## src/rtl/gonso_pkg.sv

```systemverilog
// gonso_pkg: shared types and constants for the gonso word sequencer.
// Memory geometry, FSM state encoding and word address type.
package gonso_pkg;

  localparam int GONSO_AW = 6;
  localparam int GONSO_DW = 8;

  typedef logic [GONSO_AW-1:0] word_addr_t;

  typedef enum logic [2:0] {
    IDLE,
    RD,
    CAP,
    WAIT,
    WR,
    FIN
  } state_t;

endpackage

```

## src/rtl/gonso_seq_addr_gen.sv

```systemverilog
// gonso_seq_addr_gen: current word address and pass counter.
// Address walks first..last modulo 2^AW; last_word/last_pass flag the end.
module gonso_seq_addr_gen
  import gonso_pkg::*;
#(
  parameter int AW = GONSO_AW
) (
  input  logic          clk,
  input  logic          rst_n,
  input  logic          load,
  input  logic          step,
  input  logic [AW-1:0] first,
  input  logic [AW-1:0] last,
  input  logic [3:0]    count,
  output logic [AW-1:0] cur_addr,
  output logic [AW-1:0] next_addr,
  output logic          last_word,
  output logic          last_pass
);

  logic [AW-1:0] first_q;
  logic [AW-1:0] last_q;
  logic [3:0]    pass;

  assign last_word = (cur_addr == last_q);
  assign last_pass = (pass <= 4'd1);
  assign next_addr = last_word ? first_q
                               : cur_addr + 1'b1;

  always_ff @(posedge clk) begin
    if (!rst_n) begin
      first_q  <= '0;
      last_q   <= '0;
      cur_addr <= '0;
      pass     <= '0;
    end else if (load) begin
      first_q  <= first;
      last_q   <= last;
      cur_addr <= first;
      pass     <= count;
    end else if (step && !(last_word && last_pass)) begin
      cur_addr <= next_addr;
      if (last_word) pass <= pass - 4'd1;
    end
  end

endmodule

```

## src/rtl/gonso_sequencer.sv

```systemverilog
// gonso_sequencer: read / datapath / write-back passes over a word range.
// Optional abort input is enabled with `define GONSO_SEQ_ABORT_EN.
module gonso_sequencer
  import gonso_pkg::*;
#(
  parameter int AW     = GONSO_AW,
  parameter int DW     = GONSO_DW,
  parameter int DP_LAT = 2
) (
  input  logic          clk,
  input  logic          rst_n,
  input  logic [3:0]    w_count,
  input  logic [AW-1:0] w_first,
  input  logic [AW-1:0] w_last,
  input  logic          start,
`ifdef GONSO_SEQ_ABORT_EN
  input  logic          abort,
`endif
  output logic          progress,
  output logic          done,
  output logic          cs_n,
  output logic          we_n,
  output logic [AW-1:0] addr,
  output logic [DW-1:0] wdata,
  input  logic [DW-1:0] rdata,
  output logic [DW-1:0] dp_in,
  output logic          dp_valid,
  input  logic [DW-1:0] dp_out
);

  state_t        state;
  logic [3:0]    lat_cnt;
  logic          kill;
  logic          go_fin;
  logic          ag_load;
  logic          ag_step;
  logic          last_word;
  logic          last_pass;
  logic [AW-1:0] cur_addr;
  logic [AW-1:0] next_addr;

`ifdef GONSO_SEQ_ABORT_EN
  assign kill = abort;
`else
  assign kill = 1'b0;
`endif

  assign ag_load = (state == IDLE) && start
                && (w_count != 4'd0);
  assign ag_step = (state == WR);

  gonso_seq_addr_gen #(
    .AW(AW)
  ) u_addr_gen (
    .clk      (clk),
    .rst_n    (rst_n),
    .load     (ag_load),
    .step     (ag_step),
    .first    (w_first),
    .last     (w_last),
    .count    (w_count),
    .cur_addr (cur_addr),
    .next_addr(next_addr),
    .last_word(last_word),
    .last_pass(last_pass)
  );

  // Abort drops an unwritten word; a word already in WR completes.
  always_comb begin
    go_fin = 1'b0;
    unique case (state)
      RD, CAP, WAIT: go_fin = kill;
      WR:            go_fin = kill || (last_word && last_pass);
      default:       go_fin = 1'b0;
    endcase
  end

  always_ff @(posedge clk) begin
    if (!rst_n) begin
      state    <= IDLE;
      lat_cnt  <= '0;
      progress <= 1'b0;
      done     <= 1'b0;
      cs_n     <= 1'b1;
      we_n     <= 1'b1;
      addr     <= '0;
      wdata    <= '0;
      dp_in    <= '0;
      dp_valid <= 1'b0;
    end else begin
      done     <= 1'b0;
      dp_valid <= 1'b0;
      if (go_fin) begin
        state    <= FIN;
        cs_n     <= 1'b1;
        we_n     <= 1'b1;
        progress <= 1'b0;
        done     <= 1'b1;
      end else begin
        unique case (state)
          IDLE: begin
            if (start && w_count != 4'd0) begin
              state    <= RD;
              progress <= 1'b1;
              cs_n     <= 1'b0;
              we_n     <= 1'b1;
              addr     <= w_first;
            end else if (start) begin
              done <= 1'b1;
            end
          end
          RD: begin
            state <= CAP;
            cs_n  <= 1'b1;
          end
          CAP: begin
            state    <= WAIT;
            dp_in    <= rdata;
            dp_valid <= 1'b1;
            lat_cnt  <= 4'(DP_LAT);
          end
          WAIT: begin
            lat_cnt <= lat_cnt - 4'd1;
            if (lat_cnt == 4'd1) begin
              state <= WR;
              wdata <= dp_out;
              cs_n  <= 1'b0;
              we_n  <= 1'b0;
              addr  <= cur_addr;
            end
          end
          WR: begin
            state <= RD;
            cs_n  <= 1'b0;
            we_n  <= 1'b1;
            addr  <= next_addr;
          end
          FIN: state <= IDLE;
          default: state <= IDLE;
        endcase
      end
    end
  end

endmodule

```

## config.mk

```make
export PLATFORM = sky130hd
export DESIGN_NAME = gonso_sequencer
export DESIGN_NICKNAME = d
export VERILOG_FILES = /design/src/rtl/gonso_pkg.sv /design/src/rtl/gonso_seq_addr_gen.sv /design/src/rtl/gonso_sequencer.sv
export SDC_FILE = /design/constraint.sdc
export NUM_CORES = 1
export LEC_CHECK = 0
export ABC_AREA = 1
export ABC_CLOCK_PERIOD_IN_PS = 1880
export CAP_MARGIN = 20
export CORE_ASPECT_RATIO = 1.2
export CORE_MARGIN = 5
export CORE_UTILIZATION = 35
export DETAILED_ROUTE_END_ITERATION = 7
export GPL_ROUTABILITY_DRIVEN = 1
export PLACE_DENSITY = 0.56
export SLEW_MARGIN = 20
export SYNTH_ARGS = -nofsm -noshare
export SYNTH_HDL_FRONTEND = slang
export SYNTH_SLANG_ARGS = --single-unit
```

## constraint.sdc

```tcl
create_clock -name clk -period 1.88 [get_ports clk]
set_clock_uncertainty 0.05 [all_clocks]
set_input_delay 0.376 -clock clk [delete_from_list [all_inputs] [get_ports clk]]
set_output_delay 0.376 -clock clk [all_outputs]
set_load 0.005 [all_outputs]
```

==> results.tsv <==
metric	value	unit
place_area	3640	um^2
drtIter0Drc	136	
synth_area_leaders	dfxtp_1, nand2_1, nor2_1	
port_buffers	61	
synthTopCellsByCount	nand2_1, dfxtp_1, nor2_1, inv_1, o21ai_0	
grt_setup_unrepaired	false	
num-nets-final	522	
synth_adder_area_share	0.02218	
peakVddDrop	0.5137	mV
holdPathEnd	u_addr_gen.first_q[5]$_SDFFE_PN0P_	
route.detailed.drc	0	
worst_hold_path.num_cells	2	
syn-num-nets	447	
synth-seq-cells	56	
cpMostUsedCell	nand2_1	
dp.cells	567	
antenna_found_initial	0	
worstRegToRegCells	11	
worst_path_max_delay_cell	dfxtp_1	
synth_area	2820	um^2
drt-total-wl	7.618	mm
vias	2706	
cts_tree	built	
status	complete, no violations	
p_per_area	981.3	nW/um^2
dp_hpwl	5.710	mm
finalHoldViolations	0	
die_h	108.3	um
synth_edf_count	0	
ctsHoldBuffers	0	
arrival	1.90	ns
clk_pin_slew	0.10	ns
synth_xor_area_frac	0.01553	
cp_max_fo	9	
avgSynthCellArea	6.929	um^2
synth_top_area_cell	dfxtp_1	
synth_warnings	0	
period_share	0.9223	
fp.coreArea	7795	um^2
relSlewSlack	0.6752	
wl_per_cell	13.27	um
antenna_left	0	
synth-compound-area-share	0.1100	
die_area	9960	um^2
max_stage_delay	0.41	ns
synth_top_family_by_area	simple AND/OR/NAND/NOR gates	
die_x	91.95	um
grt-ovfl-total	0	
cap_violations	0	
r2r_start	u_addr_gen.cur_addr[0]$_SDFFE_PN0P_	
rows	35	
seq_area_frac_synth	0.3975	
firstDrtPassIters	5	
worstMarginPinSlew	0.4867	ns
antennaDiodeCount	0	
io_pins	62	
cp-start-kind	flip-flop	
place_ws	-0.1007	ns
syn2layout_area_growth	32.21	%
synth.most_common_cell	nand2_1	
hold_ws	0.4189	ns
instances_no_fill	574	
grt_max_degree	30	
numCtsBuffers	5	
gr-usage-all-layers	0.1558	
final_area	3729	um^2
synth_cells	407	
crit_type	reg -> reg	
setup_viol	0	
yosysTopAreaCellShare	0.3975	
cp_top_family	simple AND/OR/NAND/NOR gates	
max_freq	576.7	MHz
grt_pass1_vias	2613	
clockRootBuffer	clkbuf_8	
p_leak	0.001725	uW
r2r-end	dp_valid$_SDFF_PP0_	
required	2.04	ns
place.gp.congestion	0.8251	
viasPerCell	4.714	
worst_slack	0.1460	ns
yosysUniqueCellTypes	34	
synthSimpleGateAreaFrac	0.3638	
period_needed	1.734	ns
htree_levels	2	
muxShareOfSynthArea	0	
cts_num_sinks	56	
fin_util	0.4783	
drive_above_1_share	0.1079	
cp-end-kind	flip-flop	
clk_latency	0.31	ns
hold_class	reg -> reg	
path_cells	inv_2, nand2_1, nand2_1, nor2_8, nand3_4, nor2_4, nand2_4, nand2_1, inv_1, nand2_1, inv_1	
grt_pass1_wl	12.54	mm
synth_ff_type	dfxtp_1	
hold_start	u_addr_gen.first_q[5]$_SDFFE_PN0P_	
start_util	0.3618	
async_flop_share	0	
rrSetupSlack	0.15	ns
slew_viol_final	0	
cts.path.max_buffers	2	
path_buf_inv	3	
report_power, final:
group	internal (uW)	leakage (uW)	switching [uW]
logic	682	0.00123	818
clock network	255	0.0000410	383
registers	1380	0.000459	140
total	2320	0.00173	1340
repair_timing:
item	4_1_cts	5_1_grt
setup buffers	0	0
gates resized for setup	0	3
endpoints found under the setup margin	0	8
state kept, by name, summed over array words and instances (netlist names), 3 cells and up:
register and cells:
state 3, u_addr_gen.cur_addr 6, wdata 8, addr 6
u_addr_gen.last_q 6, lat_cnt 4, u_addr_gen.first_q 6, dp_in 8
u_addr_gen.pass 4
worst max path at each step:
| stage | start | endpoint | slack, ns | depth (start not counted) |
|---|---|---|---|---|
| global placement | w_count[3] | addr[3]$_SDFFE_PN0P_ | -0.02 | 10 |
| detailed placement | w_count[1] | addr[2]$_SDFFE_PN0P_ | -0.10 | 11 |
| CTS | u_addr_gen.cur_addr[1]$_SDFFE_PN0P_ | dp_valid$_SDFF_PP0_ | 0.12 | 11 |
| global route | u_addr_gen.cur_addr[0]$_SDFFE_PN0P_ | dp_valid$_SDFF_PP0_ | 0.005 | 11 |
| floorplan | u_addr_gen.pass[0]$_SDFFE_PN0P_ | u_addr_gen.cur_addr[0]$_SDFFE_PN0P_ | 0.18 | 9 |
| finish | u_addr_gen.cur_addr[0]$_SDFFE_PN0P_ | dp_valid$_SDFF_PP0_ | 0.15 | 11 |
cell families (layout without fill, tap and decap cells):
| family | after synthesis | in the layout |
|---|---|---|
| AOI/OAI and AO/OA | 60 | 60 |
| xor gates and xnor gates | 5 | 5 |
| adders and majority gates | 5 | 5 |
| buffers and inverters | 65 | 140 |
| DFF | 56 | 56 |
| and+or+nand+nor | 216 | 216 |
worst reg2reg max path, cell delays in order, from the launching register on:
cell and delay, ns:
dfxtp_1 0.41, inv_2 0.08, nand2_1 0.06, nand2_1 0.12, nor2_8 0.22, nand3_4 0.13
nor2_4 0.12, nand2_4 0.11, nand2_1 0.15, inv_1 0.09, nand2_1 0.07, inv_1 0.04
final cells by class:
cell class	instances	area [um^2]
Clock buffer	6	72.57
Sequential cell	56	1122
Inverter	54	202.7
Fill cell	810	4066
Multi-Input combinational cell	286	1453
Tap cell	92	115.1
Clock inverter	1	5.005
Timing Repair Buffer	79	758.2
cell usage in the layout (no fill, tap or decap), drive strengths merged, types with 2 or more instances in the layout:
cell type	instances
ha	5
dfxtp	56
o21ai	33
clkinv	3
clkdlybuf4s50	61
xor2	4
clkbuf	6
nor2	63
buf	18
nand3b	2
nand3	34
a21oi	23
inv	52
nand4	11
nand2	103
routing by layer:
metal  vias to the layer above  track usage  wire (um)
li1                       1441            -          -
met5                         -            0          0
met1                      1194       0.1891       3363
met4                         0      0.04034        115
met2                        63       0.2756       3748
met3                         8      0.03827        390
stage by stage:
stage               power, uW  setup TNS (ns)
floorplan                2454               0
global placement         3031         -0.1233
detailed placement       3047         -0.4714
CTS                      3697               0
global route             3947               0
finish                   3659               0
(Power assumes the default switching activity.)
